### config.mk
export PLATFORM = sky130hd
export DESIGN_NAME = reg_file_mp_flat
export DESIGN_NICKNAME = d
export VERILOG_FILES = /design/src/rtl/reg_file_mp_pkg.sv /design/src/rtl/reg_file_mp_if.sv /design/src/rtl/reg_file_mp_dirty_tracker.sv /design/src/rtl/reg_file_mp.sv /design/src/flat_wrapper.sv
export SDC_FILE = /design/constraint.sdc
export NUM_CORES = 1
export LEC_CHECK = 0
export CORE_MARGIN = 4
export CORE_UTILIZATION = 58
export DETAILED_ROUTE_END_ITERATION = 8
export HOLD_SLACK_MARGIN = 0.1
export PLACE_DENSITY_LB_ADDON = 0.15
export SLEW_MARGIN = 40
export SYNTH_ARGS = -nofsm -noshare
export SYNTH_HDL_FRONTEND = slang
export SYNTH_SLANG_ARGS = --single-unit
### constraint.sdc
create_clock -name clk -period 4.3 [get_ports clk]
set_input_delay 0.86 -clock clk [delete_from_list [all_inputs] [get_ports clk]]
set_output_delay 0.86 -clock clk [all_outputs]
set_load 0.02 [all_outputs]
### src/rtl/reg_file_mp_pkg.sv
// Shared CPU constants: register-file geometry defaults and write-source select encoding.
// Latency: n/a (types, constants and a pure decode function only).
// Backpressure: n/a.
package reg_file_mp_pkg;

  localparam int DEF_WIDTH = 16;
  localparam int DEF_DEPTH = 8;

  // Decoded write source; SEL_ILLEGAL covers any case with more than one select bit set.
  typedef enum logic [2:0] {
    SEL_NONE    = 3'd0,
    SEL_LOAD    = 3'd1,
    SEL_ACC     = 3'd2,
    SEL_SHIFT   = 3'd3,
    SEL_ILLEGAL = 3'd4
  } sel_t;

  function automatic sel_t decode_sel(input logic ldm, input logic lacc, input logic lsc);
    sel_t s;
    case ({ldm, lacc, lsc})
      3'b000:  s = SEL_NONE;
      3'b100:  s = SEL_LOAD;
      3'b010:  s = SEL_ACC;
      3'b001:  s = SEL_SHIFT;
      default: s = SEL_ILLEGAL;
    endcase
    return s;
  endfunction

endpackage

### src/rtl/reg_file_mp_if.sv
// Bundle of register-file control, data and status signals between a driver and the register file.
// Latency: n/a (wires only).
// Backpressure: none; every cycle is accepted.
interface reg_file_mp_if
  import reg_file_mp_pkg::*;
#(
  parameter int WIDTH = DEF_WIDTH,
  parameter int DEPTH = DEF_DEPTH
);
  localparam int AW = $clog2(DEPTH);

  logic             rw;
  logic             ldm;
  logic             lacc;
  logic             lsc;
  logic [AW-1:0]    waddr;
  logic [AW-1:0]    raddr_a;
  logic [AW-1:0]    raddr_b;
  logic [WIDTH-1:0] load;
  logic [WIDTH-1:0] acc;
  logic             clr_dirty;
  logic [WIDTH-1:0] out_a;
  logic [WIDTH-1:0] out_b;
  logic             out_valid;
  logic [AW:0]      dirty_cnt;
  logic             err;

  modport master (
    output rw, ldm, lacc, lsc, waddr, raddr_a, raddr_b, load, acc, clr_dirty,
    input  out_a, out_b, out_valid, dirty_cnt, err
  );

  modport slave (
    input  rw, ldm, lacc, lsc, waddr, raddr_a, raddr_b, load, acc, clr_dirty,
    output out_a, out_b, out_valid, dirty_cnt, err
  );

endinterface

### src/rtl/reg_file_mp_dirty_tracker.sv
// Per-register dirty bits with a population count of the set bits.
// Latency: bits update at the clock edge; cnt follows the stored bits with no extra cycle.
// Backpressure: none.
module dirty_tracker #(
  parameter int DEPTH = 8,
  localparam int AW = $clog2(DEPTH)
) (
  input  logic          clk,
  input  logic          rst,
  input  logic          set_en,
  input  logic [AW-1:0] set_idx,
  input  logic          clr,
  output logic [AW:0]   cnt
);

  logic [DEPTH-1:0] dirty;
  logic [DEPTH-1:0] dirty_nxt;

  // Clear first, then set, so a write in the clearing cycle leaves its own bit marked.
  always_comb begin
    dirty_nxt = clr ? '0 : dirty;
    if (set_en) dirty_nxt[set_idx] = 1'b1;
  end

  // Dirty bit storage.
  always_ff @(posedge clk or negedge rst) begin
    if (!rst) dirty <= '0;
    else      dirty <= dirty_nxt;
  end

  // Popcount of the stored bits; AW+1 bits hold DEPTH without wrap.
  always_comb begin
    cnt = '0;
    for (int i = 0; i < DEPTH; i++) cnt = cnt + (AW+1)'(dirty[i]);
  end

endmodule

### src/rtl/reg_file_mp.sv
// Multi-source register file: one write (load/acc/shift-in-place) and two registered reads per cycle.
// Latency: writes commit at the edge; out_a/out_b/out_valid/err appear one cycle after their inputs.
// Backpressure: none; illegal select combinations are dropped and flagged on err.
module reg_file_mp
  import reg_file_mp_pkg::*;
#(
  parameter int WIDTH  = DEF_WIDTH,
  parameter int DEPTH  = DEF_DEPTH,
  parameter bit BYPASS = 1'b0
) (
  input logic         clk,
  input logic         rst,
  reg_file_mp_if.slave bus
);

  logic [WIDTH-1:0] regs [DEPTH];
  sel_t             sel;
  logic             commit;
  logic [WIDTH-1:0] wdata;
  logic [WIDTH-1:0] rd_a;
  logic [WIDTH-1:0] rd_b;

  // Decode the write source and pick the data a committing write would store.
  always_comb begin
    sel    = decode_sel(bus.ldm, bus.lacc, bus.lsc);
    commit = bus.rw && (sel == SEL_LOAD || sel == SEL_ACC || sel == SEL_SHIFT);
    wdata  = regs[bus.waddr];
    case (sel)
      SEL_LOAD:  wdata = bus.load;
      SEL_ACC:   wdata = bus.acc;
      SEL_SHIFT: wdata = {regs[bus.waddr][WIDTH-2:0], 1'b0};
      default:   wdata = regs[bus.waddr];
    endcase
  end

  // Read muxes; with BYPASS a same-cycle write to the read address is forwarded.
  always_comb begin
    rd_a = regs[bus.raddr_a];
    rd_b = regs[bus.raddr_b];
    if (BYPASS && commit && bus.raddr_a == bus.waddr) rd_a = wdata;
    if (BYPASS && commit && bus.raddr_b == bus.waddr) rd_b = wdata;
  end

  // Register array; only a single-source write lands.
  always_ff @(posedge clk or negedge rst) begin
    if (!rst) begin
      for (int i = 0; i < DEPTH; i++) regs[i] <= '0;
    end else if (commit) begin
      regs[bus.waddr] <= wdata;
    end
  end

  // Registered read data, read-cycle marker and illegal-select pulse.
  always_ff @(posedge clk or negedge rst) begin
    if (!rst) begin
      bus.out_a     <= '0;
      bus.out_b     <= '0;
      bus.out_valid <= 1'b0;
      bus.err       <= 1'b0;
    end else begin
      bus.out_a     <= rd_a;
      bus.out_b     <= rd_b;
      bus.out_valid <= ~bus.rw;
      bus.err       <= bus.rw && (sel == SEL_ILLEGAL);
    end
  end

  dirty_tracker #(.DEPTH(DEPTH)) u_dirty (
    .clk     (clk),
    .rst     (rst),
    .set_en  (commit),
    .set_idx (bus.waddr),
    .clr     (bus.clr_dirty),
    .cnt     (bus.dirty_cnt)
  );

endmodule

### src/flat_wrapper.sv
// flat-port wrapper written by rule: the top's interface ports become plain ports
module reg_file_mp_flat import reg_file_mp_pkg::*;
#(
  parameter int WIDTH  = DEF_WIDTH,
  parameter int DEPTH  = DEF_DEPTH,
  parameter bit BYPASS = 1'b0
)
  (clk, rst, bus_rw, bus_ldm, bus_lacc, bus_lsc, bus_waddr, bus_raddr_a, bus_raddr_b, bus_load, bus_acc, bus_clr_dirty, bus_out_a, bus_out_b, bus_out_valid, bus_dirty_cnt, bus_err);
  reg_file_mp_if #(.WIDTH(WIDTH), .DEPTH(DEPTH)) bus_i ();
  input logic clk;
  input logic rst;
  input wire logic [$bits(bus_i.rw)-1:0] bus_rw;
  input wire logic [$bits(bus_i.ldm)-1:0] bus_ldm;
  input wire logic [$bits(bus_i.lacc)-1:0] bus_lacc;
  input wire logic [$bits(bus_i.lsc)-1:0] bus_lsc;
  input wire logic [$bits(bus_i.waddr)-1:0] bus_waddr;
  input wire logic [$bits(bus_i.raddr_a)-1:0] bus_raddr_a;
  input wire logic [$bits(bus_i.raddr_b)-1:0] bus_raddr_b;
  input wire logic [$bits(bus_i.load)-1:0] bus_load;
  input wire logic [$bits(bus_i.acc)-1:0] bus_acc;
  input wire logic [$bits(bus_i.clr_dirty)-1:0] bus_clr_dirty;
  output wire logic [$bits(bus_i.out_a)-1:0] bus_out_a;
  output wire logic [$bits(bus_i.out_b)-1:0] bus_out_b;
  output wire logic [$bits(bus_i.out_valid)-1:0] bus_out_valid;
  output wire logic [$bits(bus_i.dirty_cnt)-1:0] bus_dirty_cnt;
  output wire logic [$bits(bus_i.err)-1:0] bus_err;
  assign bus_i.rw = bus_rw;
  assign bus_i.ldm = bus_ldm;
  assign bus_i.lacc = bus_lacc;
  assign bus_i.lsc = bus_lsc;
  assign bus_i.waddr = bus_waddr;
  assign bus_i.raddr_a = bus_raddr_a;
  assign bus_i.raddr_b = bus_raddr_b;
  assign bus_i.load = bus_load;
  assign bus_i.acc = bus_acc;
  assign bus_i.clr_dirty = bus_clr_dirty;
  assign bus_out_a = bus_i.out_a;
  assign bus_out_b = bus_i.out_b;
  assign bus_out_valid = bus_i.out_valid;
  assign bus_dirty_cnt = bus_i.dirty_cnt;
  assign bus_err = bus_i.err;
  reg_file_mp #(.WIDTH(WIDTH), .DEPTH(DEPTH), .BYPASS(BYPASS)) u_core (.clk(clk), .rst(rst), .bus(bus_i));
endmodule
==> impl_metrics.toml <==
[worst_setup_path]
reg2reg_slack_ns = 2.66
worst-path-max-fanout = 2
crit_end = "bus_dirty_cnt[1]"
rr_endpoint = "u_core.regs[84]"
required_ns = 3.44
cp-startpoint = "u_core.u_dirty.dirty[1]"
critPathKind = "reg -> out"
worstSetupStartpointType = "flip-flop"
critical_path_arrival_ns = 3.37
reg2reg_depth = 4
r2r_start = "u_core.regs[99]"
critPathCaptureType = "output port"

[layout]
nets = 943
multiInputGateArea_sq_um = 4932
fill_cells = 1078
utilization_pct = 70.27
num_antenna_cells = 0
layout.cells.non_filler = 1117
drive_gt1_share_pct = 22.86
synthToLayoutAreaGrowth_pct = 17.62
seqCellArea_sq_um = 4254

[clock_tree]
cts_tree = "yes"
clockBufferDepth = 2
clk_latency_ns = 0.44
clock-root-buffer = "clkbuf_16"
cts-hold-fix-buffers = 0
cts_sinks = 170
htree_levels = 4
cts_buffers = 17
clkTransAtPathRegs_ns = 0.07

[synth]
syn_nets = 880
synth_top_area_cell = "dfrtp_1"
ys_seq_area_share_pct = 44.35
synth.most_common_cell = "dfrtp_1"
synth_top_flop_cell = "dfrtp_1"
synth_edf_count = 0
synthTopCellsByArea = "dfrtp_1 (44%), mux4_2 (15%), a31oi_1 (7.8%), a21oi_1 (6.4%), mux2i_1 (6.3%)"
synthTopCellsByCount = "dfrtp_1 (170), a21oi_1 (123), a31oi_1 (120)"
syn_inst = 825
ys_warn_count = 0
synth_top_area_share_pct = 44.35
yosysUniqueCellTypes = 39
synth_area_sq_um = 9593
synth-async-reset-ratio_pct = 100.0
synth.ff_latch_count = 170
postSynthAreaPerCell_sq_um = 11.63

[power]
power_leakage_nw = 4.473
power_density_nw_per_um2 = 513.2
ir_drop_mv = 0.3424

[die]
die_h_microns = 136.6
die_area_sq_um = 18660
die_x_microns = 136.6
coreArea_sq_um = 16060
num_rows = 46
start_util_pct = 59.74
ios = 86

[sta]
clock_skew_ns = 0.01114
max_slew.worst_pin.slew_ns = 0.8822
maxSlewHeadroom_pct = 40.79
fin_crit_sh_pct = 98.33
grt_setup_unrepaired = "true"
min_period_ns = 4.228
setup_viol = 0
fmax_ghz = 0.2365
whs_ns = 0.3146
hold_violations = 0
worst_slack_ns = 0.07169
final_max_slew_viol_count = 0

[placement]
place_ws_ns = 0.04637
place_congestion = 0.9195
dp.cells = 1083
io_buffers = 85
dp_hpwl_microns = 17710

[global_routing]
grt.overflow.total = 0
grt_pass1_vias = 8019
grt_max_degree = 113
antenna_found_initial = 0
grt_pass1_wl_microns = 44910
grtUsageTotal_pct = 31.95

[detailed_routing]
ant_nets = 0
vias_per_cell = 7.203
drcViolationCount = 0
drt_first_pass_iters = 6
drt_iter0_drc = 1016
wl_microns = 28920
avgRoutedWirePerCell_microns = 25.89
via_count = 8046

[run_status]
status = "completed"

[min_path]
holdCritPathClass = "in -> async"

[run]
maxCapViolations = 0
==> metrics by stage <==
step	area, sq um	setup TNS (ns)	power [mW]
final	11280	0	5.791
after global routing	11280	-0.08876	6.039
after CTS	11220	0	5.757
after detailed placement	10650	0	4.230
after global placement	10640	0	4.122
after floorplan	9593	0	3.574
==> cell usage in the layout (no fill, tap or decap), types with 7 or more instances in the layout <==
master           count
a31oi_1            120
o21ai_2              7
nand2b_1            15
nor2_1              16
mux2i_1             60
o22ai_1             33
dfrtp_1            170
inv_1               13
buf_4               38
clkdlybuf4s50_1     78
nor3b_1             15
mux2_2              33
o21ai_1             23
mux4_2              64
a21oi_1            123
clkbuf_16           17
==> worst max-delay path, stage by stage, from the launching register on <==
cell     delay (ns)
dfrtp_1        0.36
inv_2          0.05
fa_1           0.52
fa_1           0.58
fa_1           0.42
inv_1          0.08
ha_2           0.19
inv_2          0.04
fa_2           0.53
inv_2          0.04
buf_6          0.12
==> flip-flops by register name, indices dropped and copies added, names as in the netlist <==
signal,count
u_core.u_dirty.dirty,8
u_core.bus.out_a,16
u_core.bus.out_b,16
u_core.bus.err,1
u_core.bus.out_valid,1
u_core.regs,128
==> logic make-up (layout without fill, tap and decap cells) <==
group | after synthesis | in the layout | share of synthesized area [%]
buf+inv | 96 | 172 | 4.617
mux | 164 | 164 | 26.14
xor+xnor | 2 | 2 | 0.1826
simple gates | 71 | 71 | 4.474
flops | 170 | 170 | 44.35
fa+ha+maj | 7 | 7 | 1.226
compound gates | 315 | 315 | 19.02
==> how the worst min path moves through the flow <==
stage / start / end / slack [ns] / depth (start not counted)
6_report: rst / u_core.bus.out_b[15] / 0.31 / 1
3_3_place_gp: u_core.u_dirty.dirty[3] / u_core.u_dirty.dirty[3] / 0.46 / 1
3_5_place_dp: u_core.u_dirty.dirty[3] / u_core.u_dirty.dirty[3] / 0.47 / 1
4_1_cts: u_core.u_dirty.dirty[3] / u_core.u_dirty.dirty[3] / 0.48 / 1
5_1_grt: rst / u_core.bus.out_a[1] / 0.35 / 1
2_1_floorplan: u_core.u_dirty.dirty[3] / u_core.u_dirty.dirty[3] / 0.45 / 1
==> per-layer routing <==
metal | global-route usage (%) | vias up | wire length [microns]
met2 | 49.34 | 656 | 13490
met1 | 42.45 | 3916 | 10730
li1 | - | 3352 | -
met3 | 8.529 | 122 | 3578
met4 | 15.12 | 0 | 1125
met5 | 0 | - | 0
==> where the power goes <==
group / internal, mW / switching (mW) / total [mW]
clock network: 0.865 / 0.671 / 1.54
logic: 0.953 / 0.816 / 1.77
registers: 2.07 / 0.417 / 2.49
total: 3.89 / 1.90 / 5.79
==> timing repair <==
item / in CTS / in global routing
resized for setup: 10 / 9
pin swaps: 2 / 4
setup buffers: 0 / 1
setup endpoints to repair: 3 / 3
==> final cells by class <==
type                    count  area share [%]
repair buffers            124           10.45
clock inverters            15           1.442
well taps                 216           2.395
clock buffers              17           3.770
flip-flops and latches    170           37.70
inverters                  16          0.5323
multi-input cells         559           43.71
No activity file was read; power rests on OpenSTA's default activity.
